<file path="src/rtl/jr_scoreboard_pkg.sv">
// Shared pipeline definitions for the jr scoreboard: forwarding encoding,
// shadow-pipeline entry type, stall FSM states and an entry constructor.
package pipe_pkg;

  localparam logic [1:0] FWD_RF  = 2'b00;
  localparam logic [1:0] FWD_EX  = 2'b01;
  localparam logic [1:0] FWD_MEM = 2'b10;
  localparam logic [1:0] FWD_WR  = 2'b11;

  // Register address width carried by a shadow entry; must equal REG_AW.
  localparam int SB_AW = 5;

  typedef struct packed {
    logic             v;
    logic [SB_AW-1:0] rw;
    logic             wr_en;
    logic             ld;
  } sb_entry_t;

  typedef enum logic [1:0] {
    RUN  = 2'b00,
    LDW2 = 2'b01,
    LDW1 = 2'b10
  } jr_state_t;

  // Builds a valid entry; writes to r0 are dropped so r0 never matches.
  function automatic sb_entry_t make_entry(input logic [SB_AW-1:0] rw,
                                           input logic reg_wr,
                                           input logic load);
    sb_entry_t e;
    e.v     = 1'b1;
    e.rw    = rw;
    e.wr_en = reg_wr && (rw != '0);
    e.ld    = load;
    return e;
  endfunction

endpackage

</file>
<file path="src/rtl/jr_scoreboard_if.sv">
// ID-stage <-> jr scoreboard bundle. master = ID/hazard side, slave = scoreboard.
interface jr_scoreboard_if #(
  parameter int REG_AW   = 5,
  parameter int STALL_CW = 16
);
  logic                id_valid;
  logic                id_is_jr;
  logic [REG_AW-1:0]   id_rs;
  logic                issue;
  logic [REG_AW-1:0]   issue_rw;
  logic                issue_regWr;
  logic                issue_load;
  logic                flush;
  logic [1:0]          fwd_sel;
  logic                stall;
  logic [STALL_CW-1:0] stall_cnt;

  modport master (
    output id_valid, id_is_jr, id_rs, issue, issue_rw, issue_regWr, issue_load, flush,
    input  fwd_sel, stall, stall_cnt
  );

  modport slave (
    input  id_valid, id_is_jr, id_rs, issue, issue_rw, issue_regWr, issue_load, flush,
    output fwd_sel, stall, stall_cnt
  );
endinterface

</file>
<file path="src/rtl/jr_scoreboard_match.sv">
// sb_match: compares one shadow entry against the jr source register.
module sb_match
  import pipe_pkg::*;
#(
  parameter int REG_AW = 5
) (
  input  sb_entry_t         entry,
  input  logic [REG_AW-1:0] rs,
  output logic              hit,
  output logic              hit_load
);

  assign hit      = entry.v && entry.wr_en && (entry.rw == rs);
  assign hit_load = hit && entry.ld;

endmodule

</file>
<file path="src/rtl/jr_scoreboard.sv">
// jr_scoreboard: EX/MEM/WR shadow of issued destinations. Selects the
// forwarding source for the ID-stage jr operand and stalls ID on a pending load.
// Optional stall statistics counter: define JR_SCOREBOARD_STATS_EN.
module jr_scoreboard
  import pipe_pkg::*;
#(
  parameter int REG_AW   = 5,
  parameter int STALL_CW = 16
) (
  input  logic           clk,
  input  logic           rst_n,
  jr_scoreboard_if.slave sb
);

  sb_entry_t ex_q, mem_q, wr_q;
  jr_state_t state_q;

  logic ex_hit, ex_ld, mem_hit, mem_ld, wr_hit, wr_ld_unused;
  logic jr_active, ex_hazard, mem_hazard, new_hazard, stall_int;
  logic [1:0] fwd_sel_int;

  sb_match #(.REG_AW(REG_AW)) u_match_ex (
    .entry(ex_q), .rs(sb.id_rs), .hit(ex_hit), .hit_load(ex_ld)
  );
  sb_match #(.REG_AW(REG_AW)) u_match_mem (
    .entry(mem_q), .rs(sb.id_rs), .hit(mem_hit), .hit_load(mem_ld)
  );
  sb_match #(.REG_AW(REG_AW)) u_match_wr (
    .entry(wr_q), .rs(sb.id_rs), .hit(wr_hit), .hit_load(wr_ld_unused)
  );

  // Newest producer wins for the operand select; load hazards only matter for a jr in ID.
  always_comb begin
    jr_active  = sb.id_valid && sb.id_is_jr;
    ex_hazard  = jr_active && ex_ld;
    mem_hazard = jr_active && !ex_hit && mem_ld;
    new_hazard = ex_hazard || mem_hazard;
    stall_int  = new_hazard || (state_q == LDW2);
    if (ex_hit)       fwd_sel_int = FWD_EX;
    else if (mem_hit) fwd_sel_int = FWD_MEM;
    else if (wr_hit)  fwd_sel_int = FWD_WR;
    else              fwd_sel_int = FWD_RF;
  end

  assign sb.fwd_sel = fwd_sel_int;
  assign sb.stall   = stall_int;

  // Shadow pipeline: shift every clock, bubble into EX on stall, flush or no issue.
  always_ff @(posedge clk or negedge rst_n) begin
    if (!rst_n) begin
      ex_q  <= '0;
      mem_q <= '0;
      wr_q  <= '0;
    end else begin
      mem_q <= ex_q;
      wr_q  <= mem_q;
      if (sb.issue && !stall_int && !sb.flush)
        ex_q <= make_entry(sb.issue_rw, sb.issue_regWr, sb.issue_load);
      else
        ex_q <= '0;
    end
  end

  // Load-wait tracker: LDW2 holds the second stall cycle of an EX load hazard;
  // a flush abandons the wait.
  always_ff @(posedge clk or negedge rst_n) begin
    if (!rst_n) begin
      state_q <= RUN;
    end else begin
      case (state_q)
        RUN: begin
          if (!sb.flush) begin
            if (ex_hazard)       state_q <= LDW2;
            else if (mem_hazard) state_q <= LDW1;
          end
        end
        LDW2:    state_q <= sb.flush ? RUN : LDW1;
        LDW1:    state_q <= RUN;
        default: state_q <= RUN;
      endcase
    end
  end

`ifdef JR_SCOREBOARD_STATS_EN
  logic [STALL_CW-1:0] stall_cnt_q;

  // Saturating count of cycles spent stalled on a jr operand.
  always_ff @(posedge clk or negedge rst_n) begin
    if (!rst_n)
      stall_cnt_q <= '0;
    else if (stall_int && (stall_cnt_q != '1))
      stall_cnt_q <= stall_cnt_q + STALL_CW'(1);
  end

  assign sb.stall_cnt = stall_cnt_q;
`else
  assign sb.stall_cnt = '0;
`endif

endmodule

</file>
<file path="src/flat_wrapper.sv">
// flat-port wrapper written by rule: the top's interface ports become plain ports
module jr_scoreboard_flat import pipe_pkg::*;
#(
  parameter int REG_AW   = 5,
  parameter int STALL_CW = 16
)
  (clk, rst_n, sb_id_valid, sb_id_is_jr, sb_id_rs, sb_issue, sb_issue_rw, sb_issue_regWr, sb_issue_load, sb_flush, sb_fwd_sel, sb_stall, sb_stall_cnt);
  jr_scoreboard_if #(.REG_AW(REG_AW), .STALL_CW(STALL_CW)) sb_i ();
  input  logic clk;
  input  logic rst_n;
  input wire logic [$bits(sb_i.id_valid)-1:0] sb_id_valid;
  input wire logic [$bits(sb_i.id_is_jr)-1:0] sb_id_is_jr;
  input wire logic [$bits(sb_i.id_rs)-1:0] sb_id_rs;
  input wire logic [$bits(sb_i.issue)-1:0] sb_issue;
  input wire logic [$bits(sb_i.issue_rw)-1:0] sb_issue_rw;
  input wire logic [$bits(sb_i.issue_regWr)-1:0] sb_issue_regWr;
  input wire logic [$bits(sb_i.issue_load)-1:0] sb_issue_load;
  input wire logic [$bits(sb_i.flush)-1:0] sb_flush;
  output wire logic [$bits(sb_i.fwd_sel)-1:0] sb_fwd_sel;
  output wire logic [$bits(sb_i.stall)-1:0] sb_stall;
  output wire logic [$bits(sb_i.stall_cnt)-1:0] sb_stall_cnt;
  assign sb_i.id_valid = sb_id_valid;
  assign sb_i.id_is_jr = sb_id_is_jr;
  assign sb_i.id_rs = sb_id_rs;
  assign sb_i.issue = sb_issue;
  assign sb_i.issue_rw = sb_issue_rw;
  assign sb_i.issue_regWr = sb_issue_regWr;
  assign sb_i.issue_load = sb_issue_load;
  assign sb_i.flush = sb_flush;
  assign sb_fwd_sel = sb_i.fwd_sel;
  assign sb_stall = sb_i.stall;
  assign sb_stall_cnt = sb_i.stall_cnt;
  jr_scoreboard #(.REG_AW(REG_AW), .STALL_CW(STALL_CW)) u_core (.clk(clk), .rst_n(rst_n), .sb(sb_i));
endmodule
</file>
<file path="config.mk">
export PLATFORM = sky130hd
export DESIGN_NAME = jr_scoreboard_flat
export DESIGN_NICKNAME = d
export VERILOG_FILES = /design/src/rtl/jr_scoreboard_pkg.sv /design/src/rtl/jr_scoreboard_if.sv /design/src/rtl/jr_scoreboard_match.sv /design/src/rtl/jr_scoreboard.sv /design/src/flat_wrapper.sv
export SDC_FILE = /design/constraint.sdc
export NUM_CORES = 1
export LEC_CHECK = 0
export CAP_MARGIN = 40
export CORE_ASPECT_RATIO = 1.4
export CORE_MARGIN = 2
export CORE_UTILIZATION = 25
export DETAILED_ROUTE_END_ITERATION = 7
export SLEW_MARGIN = 40
export SYNTH_ARGS = -nofsm -noshare
export SYNTH_HDL_FRONTEND = slang
export SYNTH_SLANG_ARGS = --single-unit
</file>
<file path="constraint.sdc">
create_clock -name clk -period 2.25 [get_ports clk]
set_input_delay 0.45 -clock clk [delete_from_list [all_inputs] [get_ports clk]]
set_output_delay 0.45 -clock clk [all_outputs]
set_load 0.005 [all_outputs]
</file>
==> metrics.txt <==
grt met2 use=a little over an eighth; R2R depth=7; Iter 0 DRT Violations=3; fmax=~0.45 GHz; DR vias/cell=3.95; commonest non-fill, non-tap cell in the layout=dfrtp_1; Clock Tree Root=clkbuf_8; Leak Pwr=between 0.7 and 0.8 nW; clk sinks=25; fin crit share=approximately 100%; NetSw=194 uW; largest net degree at the start of global routing=26; filler cell count=467; #FFs+latches synth=25; gr busiest metal=met2; final worst path period need=2.25 ns; pwr/cell area=between 500 and 600 nW/um^2; Initial Util=25.7%; Clock Power Share=31.1%; Die W=between 60 and 70 um; DP Wirelength=1560 um; Remaining DRCs=0; Reg2Reg Setup Slack=about 0.54 ns; input/output buffers=20; final hold slack=0.378 ns; # diodes=0; Critical Path, Cell by Cell=xor2_2 > nor4_2 > buf_4 > a2111oi_4 > or3_1 > buf_2; synth warn=0; core area=between 4000 and 5000 sq um; Worst setup SP type=flop; layout cell share with drive strength beyond 1=between 20% and 30%; register area=approximately 630 sq um; grt met3 use=3.08%; num rows=29; Die ar.=slightly above 5000 sq um; most frequent cells in the layout=dfrtp_1 (25), conb_1 (16), clkdlybuf4s50_1 (12), buf_4 (12); Core Util, Final=approximately a third; CTS Buf Count=3; CP Data Required Time=about 1.8 ns; initial antenna violation count=0; first-pass GRT wire length=around 3500 um; RSZ-0062 raised after global routing=true; H-tree levels=1; drt pass-1 iters=4; outcome=completed; met1 Resource Use GR=a little under an eighth; crit-path max FO=2; CTS tree=built; Worst R2R End=u_core.state_q[1]$_DFFE_PN0P_; count of different cell masters after synthesis=25; reg-to-reg startpoint=u_core.ex_q[6]$_DFF_PN0_; antenna-violating nets left=0; grt ovf=0; NumNets Final=154; CTS Buffer Depth=2; Clock transition at path regs=roughly 0.080 ns; Worst VDD drop=~0.00018 V; Worst Hold End=u_core.mem_q[7]$_DFF_PN0_; Area Growth Syn to Fin=34.0%; Worst EP arrival=between 1.5 and 2 ns; Slowest cell on crit path=dfrtp_1; Worst Min Path Start=u_core.ex_q[7]$_DFF_PN0_; synthesized instance count=slightly below 100; Die Y=between 80 and 90 um; syn avg cell area=11.7 sq um; post-detailed-routing wire length=~2000 um; Critical Path End Type=output pin; Top FF cell, synth=dfrtp_1; Comb power frac=around an eighth; io pins=37; Sw Ratio=between 20% and 30%; Min-Delay Path Depth=0; share of async-settable or async-resettable flops after synthesis=100%; Seq/Total Area, Yosys=approximately 54%; Hold WC Path Type=reg2reg; Sequential Power Share=56.8%; MaxCap Viol Count=0; Avg WL per Cell=around 10 um; Worst Setup Path Type=reg2out; final hold vios=0; P_int=~640 uW; cell area after synthesis=1150 sq um; multi-input logic area=between 400 and 500 sq um; Clock Latency Late Sink=approximately 0.27 ns; critical path's largest stage delay=slightly above 0.4 ns; Setup violations, final=0; DR vias=between 700 and 800; fin. max-slew vios=0; clock skew=~0.0013 ns; vias in the first global route=770; GRT Total Usage=9.08%; Post-synth EDFFs=0; placer congestion estimate=~0.75
==> worst max-delay path by stage <==
stage,depth (start not counted),startpoint,slack [ns],endpoint
4_1_cts,6,u_core.ex_q[3]$_DFF_PN0_,-0.07,sb_stall
3_3_place_gp,6,sb_id_rs[1],-0.71,sb_stall
6_report,6,u_core.ex_q[6]$_DFF_PN0_,0.004,sb_stall
5_1_grt,6,u_core.ex_q[6]$_DFF_PN0_,-0.13,sb_stall
2_1_floorplan,4,sb_id_rs[1],0.25,sb_stall
3_5_place_dp,6,sb_id_rs[4],-0.73,sb_stall
==> logic make-up after synthesis <==
logic type,Yosys count,share of synthesized area [%]
simple gates,35,17.8
flops,25,54.5
other cells,1,0.326
buf+inv,16,10.5
xor+xnor,15,11.4
compound gates,6,5.56
==> cell type report <==
type | count | share of cell area, %
Timing Repair Buffer | 34 | 19.0
Clock buffer | 3 | 2.68
Clock inverter | 1 | 0.325
Tap cell | 62 | 5.04
Sequential cell | 25 | 40.7
Multi-Input combinational cell | 72 | 32.3
==> critical path: cells and delay by family (launching register included) <==
family | cells | cell delay (ns)
xor gates and xnor gates | 1 | 0.17
and+or+nand+nor | 2 | 0.58
DFF | 1 | 0.41
buffers and inverters | 2 | 0.29
AOI/OAI and AO/OA | 1 | 0.06
==> state kept, by name (all words and copies together) (netlist names) <==
signal          flops
u_core.wr_q         7
u_core.state_q      2
u_core.mem_q        8
u_core.ex_q         8
==> layer usage <==
metal | share of wire [%] | vias up
met1 | 41 | 367
met5 | 0 | -
li1 | - | 375
met4 | 2.3 | 0
met3 | 6.9 | 5
met2 | 49 | 31
==> synth_stat cells, types with 2 or more instances <==
library cell / count / area [sq um]
or3_1: 2 / 12.5
buf_4: 16 / 120
nand4_1: 2 / 12.5
nor3_1: 7 / 35.0
or4_1: 2 / 15.0
nand3_1: 3 / 15.0
xor2_1: 9 / 78.8
xnor2_1: 6 / 52.6
dfrtp_1: 25 / 626
nand2_1: 8 / 30.0
nor3b_1: 2 / 15.0
nor2_1: 3 / 11.3
==> timing repair <==
| action | 4_1_cts | 5_1_grt |
|---|---|---|
| endpoints found under the setup margin | 3 | 3 |
| gates resized for setup | 30 | 5 |
| setup buffers | 2 | 1 |
| hold buffers | 0 | 0 |
| pin swaps | 11 | 2 |
==> per-stage QoR <==
stage | setup WS (ns) | instance area (sq um) | power (mW) | TNS (ns) | instances
after floorplan | 0.252 | 1200 | 0.539 | 0 | 113
after global placement | -0.712 | 1450 | 0.578 | -1.94 | 190
after detailed placement | -0.732 | 1450 | 0.580 | -2.11 | 190
after CTS | -0.0670 | 1530 | 0.842 | -0.0670 | 196
after global routing | -0.134 | 1540 | 0.880 | -0.271 | 197
final | 0.00418 | 1540 | 0.834 | 0 | 197
==> power by group through the flow <==
| stage | clock (mW) | combinational [mW] | sequential (mW) |
|---|---|---|---|
| after floorplan | 0 | 0.0581 | 0.481 |
| after global placement | 0 | 0.0961 | 0.482 |
| after detailed placement | 0 | 0.0969 | 0.483 |
| after CTS | 0.267 | 0.100 | 0.475 |
| after global routing | 0.291 | 0.113 | 0.477 |
| final | 0.259 | 0.101 | 0.474 |
(Power assumes the default switching activity.)
==> RTL edit 1: new RTL, config.mk and constraints unchanged <==
The 3 states of `jr_state_t` get a one-hot encoding in 3 bits.
--- a/src/rtl/jr_scoreboard_pkg.sv
+++ b/src/rtl/jr_scoreboard_pkg.sv
@@ -18,8 +18,8 @@
   } sb_entry_t;
 
-  typedef enum logic [1:0] {
-    RUN  = 2'b00,
-    LDW2 = 2'b01,
-    LDW1 = 2'b10
+  typedef enum logic [2:0] {
+    RUN  = 3'b001,
+    LDW2 = 3'b010,
+    LDW1 = 3'b100
   } jr_state_t;
 
Behaviour: no difference found for any inputs over 10 cycles, from zero or initial values and one cycle with rst_n low; not proved beyond that.
==> RTL edit 1 against the unedited design <==
- the flow now finishes with violations (negative setup slack)
- via count rose by 6.7%
- total power rose by 19%
- core utilization rose by 2.3 points
- combinational power rose by 18%
- register-to-register slack got worse by 0.16 ns
- area after synthesis rose by 4.2%
- clock power rose by 47%
- die area rose by 4.0%
- final area rose by 9.2%
- wire length rose by 7.5%
- sequential cell count rose by 1
- critical path depth did not move
- sequential power rose by 4%
- setup slack got worse by 0.11 ns
- critical endpoint unchanged
==> RTL edit 1: results (changes against the unedited design) <==
most frequent cells after synthesis=dfrtp_1, buf_4, xor2_1; 1st-pass router iterations=3 (-1); slowest library cell on the worst path=or4_4; Placement Cell Area=0.00152 mm^2 (+5.2%); initial drt markers=12 (+9); GPL Wtd Cong=0.754 (+0.40%); largest net degree at the start of global routing=27 (+3.8%); Final WS setup=-0.107 ns (-0.111 ns); fin cells=206 (+4.6%); first-pass GRT wire length=3760 um (+8.1%); Mean Syn Cell Area=11.6 um^2 (-0.81%); Setup crit start=u_core.mem_q[6]; Synth area leaders=dfrtp_1, buf_4, xor2_1, nor3b_1, dfstp_2; Seq/Total Area, Yosys=54.4% (about the same); clk root buf=clkbuf_8; Net Sw Frac=21.2% (-2.1 points); crit-path max FO=3 (+1); Worst-Margin Slew=0.526 ns; Setup TNS=-0.197 ns (-0.197 ns); outcome=complete, but fails checks; gr usage total=9.30% (+0.22 points); DR vias/cell=4.03 (+2.0%); vias in the first global route=853 (+11%); DR WL/cell=10.8 um (+2.8%); Synth cell types=28 (+12%); failing checks=negative setup slack; Filler cells=474 (+1.5%); worst vdd ir=0.000218 V (+18%); WP data arrival=1.91 ns (+0.11 ns); Worst R2R End=u_core.state_q[2]; setup violators final=2 (+2); share of post-route cells with drive strength above 1=31.9% (+6.0 points); Nets=163 (+5.8%); Placed Instances=199 (+4.7%); R2R setup slack=0.38 ns (-0.16 ns); CP peak stage delay=0.54 ns (+0.13 ns); DPL Wire Length=1760 um (+13%); Lkg Pwr=0.762 nW (+8.9%); clk_skew=0.00367 ns (+0.00239 ns)
RTL edit 1: cell count changes after synthesis, moves of 3 or more:
cell / before / now
xor2_1: 9 / 12
nor2_1: 3 / 7
nor3_1: 7 / 1
nor4_1: 1 / 4
xnor2_1: 6 / 3
nor3b_1: 2 / 8
nand2_1: 8 / 5
RTL edit 1: repair_timing:
action / in CTS / in global routing
hold buffers: 0 / 0
gates resized for setup: 38 / 7
endpoints found under the setup margin: 3 / 3
setup buffers: 3 / 0
pin swaps: 7 / 8
cloned: 0 / 0
RTL edit 1: how the worst min path moves through the flow:
stage	from	to	slack (ns)	cells after the start
after floorplan	rst_n	u_core.ex_q[0]	0.15	0
final	u_core.ex_q[1]	u_core.mem_q[1]	0.38	0
after CTS	u_core.ex_q[1]	u_core.mem_q[1]	0.38	0
after detailed placement	u_core.ex_q[1]	u_core.mem_q[1]	0.36	0
after global routing	u_core.mem_q[1]	u_core.wr_q[1]	0.40	0
after global placement	u_core.ex_q[7]	u_core.mem_q[7]	0.36	0
RTL edit 1: cell type report:
type	count	area, um^2	share of cell area, %
clock inverter	1	30.0	1.79
sequential	26	652	38.8
clock buffer	3	41.3	2.46
multi-input combinational	75	552	32.8
timing repair buffer	39	328	19.5
tap	62	77.6	4.62
RTL edit 1: logic make-up after synthesis:
logic type,count (synthesis),synth area share (%)
other,1,0.313
flip-flops,26,54.4
buffers and inverters,17,11.0
AO/OA/AOI/OAI,8,5.54
XOR/XNOR,15,11.0
AND/OR/NAND/NOR,36,17.8
RTL edit 1: per-layer routing:
| layer | share of wire (%) | global-route usage [%] |
|---|---|---|
| met2 | 53 | 16.0 |
| met4 | 3.1 | 6.67 |
| met3 | 4.5 | 1.97 |
| met1 | 39 | 10.1 |
| met5 | 0 | 0 |
RTL edit 1: power by group through the flow:
stage	Combinational, mW	Clock [mW]	Sequential, mW
after floorplan	0.0576	0	0.499
after global placement	0.106	0	0.501
after detailed placement	0.107	0	0.502
after CTS	0.112	0.390	0.493
after global routing	0.131	0.418	0.495
final	0.119	0.381	0.493
RTL edit 1: stage by stage:
stage | util [%] | setup slack, ns | hold WS [ns]
final | 36.8 | -0.107 | 0.383
after global routing | 36.8 | -0.171 | 0.397
after global placement | 33.3 | -0.864 | 0.359
after CTS | 36.2 | -0.158 | 0.383
after detailed placement | 33.3 | -0.835 | 0.362
after floorplan | - | 0.187 | 0.154
==> RTL edit 2: new RTL, same flow settings <==
Without the edit above. `STALL_CW` is set to 16 in 3 places; all go to 17.
--- a/src/rtl/jr_scoreboard_if.sv
+++ b/src/rtl/jr_scoreboard_if.sv
@@ -2,5 +2,5 @@
 interface jr_scoreboard_if #(
   parameter int REG_AW   = 5,
-  parameter int STALL_CW = 16
+  parameter int STALL_CW = 17
 );
   logic                id_valid;
--- a/src/rtl/jr_scoreboard.sv
+++ b/src/rtl/jr_scoreboard.sv
@@ -6,5 +6,5 @@
 #(
   parameter int REG_AW   = 5,
-  parameter int STALL_CW = 16
+  parameter int STALL_CW = 17
 ) (
   input  logic           clk,
--- a/src/flat_wrapper.sv
+++ b/src/flat_wrapper.sv
@@ -3,5 +3,5 @@
 #(
   parameter int REG_AW   = 5,
-  parameter int STALL_CW = 16
+  parameter int STALL_CW = 17
 )
   (clk, rst_n, sb_id_valid, sb_id_is_jr, sb_id_rs, sb_issue, sb_issue_rw, sb_issue_regWr, sb_issue_load, sb_flush, sb_fwd_sel, sb_stall, sb_stall_cnt);
Ports: changed (resized sb_stall_cnt); port bits go from 37 to 38. The function was not compared with the original's and may differ.
==> RTL edit 2 against the unedited design <==
- the run now ends with negative setup slack left
- core utilization up 1.1 points
- largest cell class unchanged
- setup slack worse by 0.033 ns
- non-clock buffer count up 5
- final area up 4.1%
- clock power up 3%
- total power rose by 1.9%
- sequential cell count unchanged
- wire length increased by 6.7%
- area after synthesis up 0.65%
- critical path type unchanged
==> RTL edit 2: results (changes against the unedited design) <==
outcome=complete, but fails checks; failing checks=negative setup slack; count of multi-input gates=73 (+1.4%); grt met1 use=9.05% (-2.5 points); Nets=160 (+3.9%); M2 GR Usage=14.9% (+1.4 points); initial drt markers=13 (+10); met2 wire len=1210 um (+19%); Layout non-clock buf frac=20.1% (+1.0 points); Placement Cell Area=0.00145 mm^2 (+0.26%); DPL Wire Length=1660 um (+6.5%); GPL Wtd Cong=0.760 (+1.1%); via count=809 (+4.0%); most frequent cells after synthesis=dfrtp_1, buf_4, xor2_1; Cells after Synth=99 (+1.0%); clk_skew=0.000617 ns (-0.000663 ns); Placed Instances=191 (+0.53%); worst vdd ir=0.000202 V (+9.5%); Seq/Total Area, Yosys=54.1% (-0.35 points); Synth Area in XOR/XNOR=11.4% (-0.074 points); multi-input gate share of the layout cell area=33.0% (+0.74 points); Final WS setup=-0.0286 ns (-0.0327 ns); share of post-route cells with drive strength above 1=32.6% (+6.7 points); Lkg Pwr=0.726 nW (+3.7%); pre-CTS WS=-0.749 ns (-0.0174 ns); GRT met3 Usage=1.69% (-1.4 points); DR WL/cell=10.8 um (+3.6%); WL met3=139 um (-2.1%); vias in the first global route=804 (+4.4%); setup violators final=1 (+1)
[RTL edit 2: final timing paths]
| kind | startpoint | end | slack [ns] | depth (start not counted) |
|---|---|---|---|---|
| worst min register to register | u_core.ex_q[1] | u_core.mem_q[1] | 0.38 | 0 |
| worst max-delay path | u_core.ex_q[3] | sb_stall | -0.03 | 6 |
| max in group asynchronous | rst_n | u_core.mem_q[4] | 1.48 | 2 |
| worst max register to register | u_core.ex_q[4] | u_core.state_q[1] | 0.56 | 6 |
| min in group asynchronous | rst_n | u_core.wr_q[2] | 0.54 | 2 |
| worst min-delay path | u_core.ex_q[1] | u_core.mem_q[1] | 0.38 | 0 |
[RTL edit 2: timing repair]
action	4_1_cts	5_1_grt
endpoints found under the setup margin	3	3
buffers inserted	6	2
pin swaps	10	5
gates resized for setup	35	5
[RTL edit 2: where the power goes]
group          switching (mW)  internal (mW)  total, mW  leakage, nW
Clock                   0.141          0.125      0.266       0.0217
Combinational          0.0527         0.0555      0.108        0.369
Sequential            0.00996          0.465      0.475        0.336
